--- config.mk ---
export PLATFORM = sky130hd
export DESIGN_NAME = conv_encoder
export DESIGN_NICKNAME = d
export VERILOG_FILES = /design/src/rtl/conv_encoder.sv
export SDC_FILE = /design/constraint.sdc
export NUM_CORES = 1
export LEC_CHECK = 0
export CORE_MARGIN = 2
export CORE_UTILIZATION = 40
export CTS_CLUSTER_SIZE = 12
export DETAILED_ROUTE_END_ITERATION = 7
export GPL_TIMING_DRIVEN = 0
export PLACE_DENSITY = 0.67
export REMOVE_ABC_BUFFERS = 1
export SLEW_MARGIN = 10
export SYNTH_ARGS = -nofsm -noshare
export SYNTH_HDL_FRONTEND = slang
export SYNTH_SLANG_ARGS = --single-unit
--- constraint.sdc ---
create_clock -name clk -period 4.8 [get_ports clk]
set_input_delay 0.96 -clock clk [delete_from_list [all_inputs] [get_ports clk]]
set_output_delay 0.96 -clock clk [all_outputs]
set_load 0.05 [all_outputs]
--- src/rtl/conv_encoder.sv ---
// Rate-1/2 K=3 convolutional encoder (g0=7, g1=5) with optional zero tail; one-cycle latency.
// Single-entry output slot: new pairs load only when the slot is empty or being taken this cycle.
module conv_encoder #(
  parameter int unsigned TAIL_EN = 1,
  parameter int unsigned CNT_W   = 8
) (
  input  logic             clk,
  input  logic             rst,
  input  logic             refresh,
  input  logic             bit_in,
  input  logic             valid_in,
  input  logic             last_in,
  output logic             ready_in,
  output logic [1:0]       bit_pair_out,
  output logic             valid_out,
  input  logic             out_ready,
  output logic             frame_done,
  output logic [CNT_W-1:0] bit_count
);

  localparam logic TAIL_ON = (TAIL_EN != 0);

  typedef enum logic [1:0] {
    ST_IDLE  = 2'd0,
    ST_DATA  = 2'd1,
    ST_TAIL1 = 2'd2,
    ST_TAIL2 = 2'd3
  } state_t;

  state_t           r_state;
  state_t           w_state_nxt;
  logic [1:0]       r_s;
  logic [1:0]       r_pair;
  logic             r_valid;
  logic             r_done;
  logic [CNT_W-1:0] r_cnt;

  logic             w_slot_free;
  logic             w_in_data;
  logic             w_ready;
  logic             w_accept;
  logic             w_tail_step;
  logic             w_load;
  logic             w_u;
  logic             w_done;
  logic [1:0]       w_pair;
  logic [1:0]       w_s_nxt;
  logic [CNT_W-1:0] w_cnt_nxt;

  // State register
  always_ff @(posedge clk or negedge rst) begin
    if (!rst) begin
      r_state <= ST_IDLE;
    end else if (refresh) begin
      r_state <= ST_IDLE;
    end else begin
      r_state <= w_state_nxt;
    end
  end

  // Next-state logic
  always_comb begin
    w_state_nxt = r_state;
    case (r_state)
      ST_IDLE: begin
        if (w_accept) begin
          if (last_in) w_state_nxt = TAIL_ON ? ST_TAIL1 : ST_IDLE;
          else         w_state_nxt = ST_DATA;
        end
      end
      ST_DATA: begin
        if (w_accept && last_in) w_state_nxt = TAIL_ON ? ST_TAIL1 : ST_IDLE;
      end
      ST_TAIL1: begin
        if (w_slot_free) w_state_nxt = ST_TAIL2;
      end
      ST_TAIL2: begin
        if (w_slot_free) w_state_nxt = ST_IDLE;
      end
      default: w_state_nxt = ST_IDLE;
    endcase
  end

  // State-decoded control: handshake, tail stepping and frame completion
  always_comb begin
    w_slot_free = !r_valid || out_ready;
    w_in_data   = (r_state == ST_IDLE) || (r_state == ST_DATA);
    w_ready     = w_in_data && w_slot_free;
    w_accept    = valid_in && w_ready;
    w_tail_step = !w_in_data && w_slot_free;
    w_load      = w_accept || w_tail_step;
    w_u         = w_accept && bit_in;
    w_done      = (w_accept && last_in && !TAIL_ON) ||
                  ((r_state == ST_TAIL2) && w_slot_free);
  end

  always_comb begin
    w_pair  = {w_u ^ r_s[1] ^ r_s[0], w_u ^ r_s[0]};
    // Without a tail the register must be flushed so the next frame starts from 00
    w_s_nxt = w_done ? 2'b00 : {w_u, r_s[1]};
    if (r_state == ST_IDLE) begin
      w_cnt_nxt = {{(CNT_W-1){1'b0}}, 1'b1};
    end else if (r_cnt != {CNT_W{1'b1}}) begin
      w_cnt_nxt = r_cnt + {{(CNT_W-1){1'b0}}, 1'b1};
    end else begin
      w_cnt_nxt = r_cnt;
    end
  end

  always_ff @(posedge clk or negedge rst) begin
    if (!rst) begin
      r_s     <= 2'b00;
      r_pair  <= 2'b00;
      r_valid <= 1'b0;
      r_done  <= 1'b0;
      r_cnt   <= '0;
    end else if (refresh) begin
      r_s     <= 2'b00;
      r_pair  <= 2'b00;
      r_valid <= 1'b0;
      r_done  <= 1'b0;
      r_cnt   <= '0;
    end else begin
      if (w_load) begin
        r_pair <= w_pair;
        r_s    <= w_s_nxt;
      end
      r_valid <= w_load || !w_slot_free;
      r_done  <= w_done;
      if (w_accept) r_cnt <= w_cnt_nxt;
    end
  end

  assign ready_in     = w_ready;
  assign bit_pair_out = r_pair;
  assign valid_out    = r_valid;
  assign frame_done   = r_done;
  assign bit_count    = r_cnt;

endmodule

==> impl_metrics.py <==
metrics = {
    "timing": {
        "min_period_ps": 3660,
        "grt_setup_unrepaired": "no",
        "finalSetupTns_ps": 0,
        "max_slew_margin": 0.489,
        "timing.fmax_mhz": 273,
        "finalHoldViolCount": 0,
        "setup_viol": 0,
        "hold_slack_ps": 522,
        "worst_pin_slew_ps": 760,
        "post-route-period-util": 0.762,
        "maxSlewViolCount": 0,
        "fin_skew_ps": 3.67,
    },
    "yosys": {
        "seq_area_frac_synth": 0.414,
        "yosysUniqueCellTypes": 32,
        "yosys_register_bits": 16,
        "synth_top_family_by_area": "simple AND/OR/NAND/NOR gates",
        "yosysTopAreaCell": "dfrtp_1",
        "synth_cells": 108,
        "synthSimpleGateAreaFrac": 0.259,
        "synthMuxAreaShare": 0.0310,
        "synth_top_area_frac": 0.414,
        "synth-adder-area-share": 0.0647,
        "ys_warn_count": 0,
        "syn_avg_cell_area_sq_um": 8.96,
        "synth_edf_count": 0,
        "ys_top_cells_by_area": "dfrtp_1, ha_1, a21oi_1",
        "async_flop_share": 1.00,
        "synthFlopType": "dfrtp_1",
        "synth.cell_area_sq_um": 967,
        "synth_compound_area_frac": 0.182,
        "synth-xor-area-share": 0.0181,
    },
    "die": {
        "core.rowCount": 17,
        "core_sq_um": 2250,
        "initial_utilization": 0.429,
        "die-area_sq_um": 2830,
        "die_w_microns": 53.2,
        "die-height_microns": 53.2,
        "pin_count": 20,
    },
    "critical_path": {
        "setup.worst_path.end_class": "output port",
        "cpPeakStageDelay_ps": 730,
        "critPathMaxFanout": 8,
        "path_class": "input port to output port",
        "worst_ep_required_time_ps": 3840,
        "critPathLaunchType": "input port",
        "critPathMostFrequentCell": "clkdlybuf4s50_1",
        "cp_num_buf_inv": 2,
        "regToRegStartpoint": "r_state[0]",
        "arrival_ps": 2700,
        "crit_family": "buffers and inverters",
        "startpoint": "out_ready",
        "cp_slowest_cell": "clkdlybuf4s50_1",
        "cp_cell_sequence": "clkdlybuf4s50_1 > nor2b_1 > nor2_1 > clkdlybuf4s50_1",
    },
    "power_and_ir_drop": {
        "powerDensity_nw_per_um2": 445,
        "pwr-share-seq": 0.323,
        "peakVddDrop_mv": 0.276,
        "power_switching_w": 0.000242,
        "p_leak_nw": 0.464,
        "fin_total_pwr_w": 0.000534,
        "power_frac_comb": 0.547,
        "sw_frac_of_total": 0.454,
        "power.clock.fraction": 0.130,
        "intPower_w": 0.000292,
    },
    "clocking": {
        "clk_latency_ps": 280,
        "numClockSinks": 16,
        "hold_buffers": 0,
        "cts_tree": "done",
        "clk_pin_slew_worst_paths_ps": 90,
        "h-tree-depth": 1,
        "cts_setup_buffers": 0,
        "root_buffer": "clkbuf_4",
        "cts_resized": 0,
        "cts_made_buffers": 3,
        "clockBufferDepth": 2,
    },
    "layout": {
        "final_nets": 140,
        "fin_util": 0.532,
        "antennaDiodeCount": 0,
        "final_cells": 154,
        "drive_gt1_frac": 0.0397,
        "syn2layout_area_growth_pct": 24.1,
    },
    "global_route": {
        "first_global_vias": 819,
        "antenna_found_initial": 0,
        "grt_usage": 0.172,
        "grt_pass1_wl_mm": 3.51,
        "gr-total-overflow": 0,
        "grt_max_degree": 17,
    },
    "placement": {
        "portBuffers": 19,
        "dp.cells": 151,
        "finalWeightedCongestion": 0.792,
        "dpl.hpwl_mm": 1.54,
    },
    "detailed_routing": {
        "vias_per_cell": 5.64,
        "antenna_left": 0,
        "drc": 0,
        "via_count": 868,
        "drtIter0Drc": 31,
        "avgRoutedWirePerCell_microns": 13.6,
        "totalWireLength_mm": 2.10,
        "firstDrtPassIters": 5,
    },
    "status": {
        "status": "complete, no violations",
    },
    "min_path": {
        "min_from": "bit_pair_out[1]",
        "hold_class": "flip-flop to flip-flop",
    },
    "run": {
        "cap_violations": 0,
    },
}
per-stage QoR:
step | instance area [sq um] | setup slack (ps)
3_5_place_dp | 1180 | 1170
2_1_floorplan | 952 | 2090
3_3_place_gp | 1180 | 1150
5_1_grt | 1200 | 1060
4_1_cts | 1200 | 1150
6_report | 1200 | 1140
cells in the mapped netlist (all sizes together), types with 2 or more instances:
| master | number |
|---|---|
| nand3 | 4 |
| dfrtp | 16 |
| ha | 5 |
| xnor2 | 2 |
| nand4 | 2 |
| clkbuf | 4 |
| nand2 | 7 |
| nor3 | 7 |
| nor4b | 2 |
| mux2i | 3 |
| nand2b | 4 |
| inv | 4 |
| nor2 | 8 |
| nor2b | 2 |
| a31oi | 3 |
| nand3b | 2 |
| a211oi | 4 |
| nor4 | 2 |
| or4 | 2 |
| o21ai | 5 |
| a21oi | 9 |
flip-flops by register name (all words and copies together), names as in the netlist:
name / count
bit_count: 8
bit_pair_out: 2
frame_done: 1
r_s: 2
r_state: 2
valid_out: 1
routing by layer:
| metal | track usage | share of wire | vias to the layer above |
|---|---|---|---|
| met1 | 0.234 | 0.48 | 404 |
| met3 | 0.0198 | 0.037 | 2 |
| met4 | 0.0769 | 0.0081 | 0 |
| met5 | 0 | 0 | - |
| met2 | 0.273 | 0.48 | 20 |
| li1 | - | - | 442 |
logic make-up (layout without fill, tap and decap cells):
kind of cell,count (synthesis),in the layout
buffers and inverters,8,26
multiplexers,3,3
AND/OR/NAND/NOR,46,46
adder cells (fa/ha/maj),5,5
XOR/XNOR,2,2
flip-flops,16,16
AO/OA/AOI/OAI,28,28
layout make-up:
type,count,area [sq um]
Fill cell,230,1050
Multi-Input combinational cell,84,537
Sequential cell,16,400
Timing Repair Buffer,19,190
Tap cell,28,35.0
Clock buffer,3,22.5
Inverter,4,15.0
power groups by stage:
stage	sequential, W	clock (W)	combinational, W
global placement	0.000174	0	0.000285
detailed placement	0.000176	0	0.000293
floorplan	0.000211	0	0.000175
global route	0.000177	0.0000796	0.000317
CTS	0.000173	0.0000731	0.000295
finish	0.000173	0.0000693	0.000292
worst register-to-register path, stage by stage (launching register included):
cell	delay (ps)
dfrtp_1	410
inv_1	80
ha_1	370
or4_1	530
a222oi_1	530
nor2_1	80
a211oi_1	230
path summary, 6_finish.rpt:
check	to	slack, ps	cells past startpoint
min	bit_pair_out[1]	520	2
max	ready_in	1140	4
min in group asynchronous	frame_done	1110	1
min reg2reg	bit_pair_out[1]	520	2
max reg2reg	r_state[1]	2470	6
max in group asynchronous	bit_count[3]	3230	1
cells in the final DEF, fill, tap and decap left out, types with 2 or more instances in the layout:
cell             Yosys  final
nand2b_1             4      4
inv_1                4      4
xnor2_1              2      2
nor4b_1              2      2
nand3_1              4      4
clkdlybuf4s50_1      0     19
a31oi_1              3      3
clkbuf_4             0      3
dfrtp_1             16     16
nor4_1               2      2
a211oi_1             4      4
nor3_1               7      7
nand3b_1             2      2
o21ai_0              5      5
mux2i_1              3      3
nor2b_1              2      2
nand4_1              2      2
nor2_1               8      8
a21oi_1              9      9
ha_1                 5      5
or4_1                2      2
nand2_1              7      7
No activity file was read; power rests on OpenSTA's default activity.
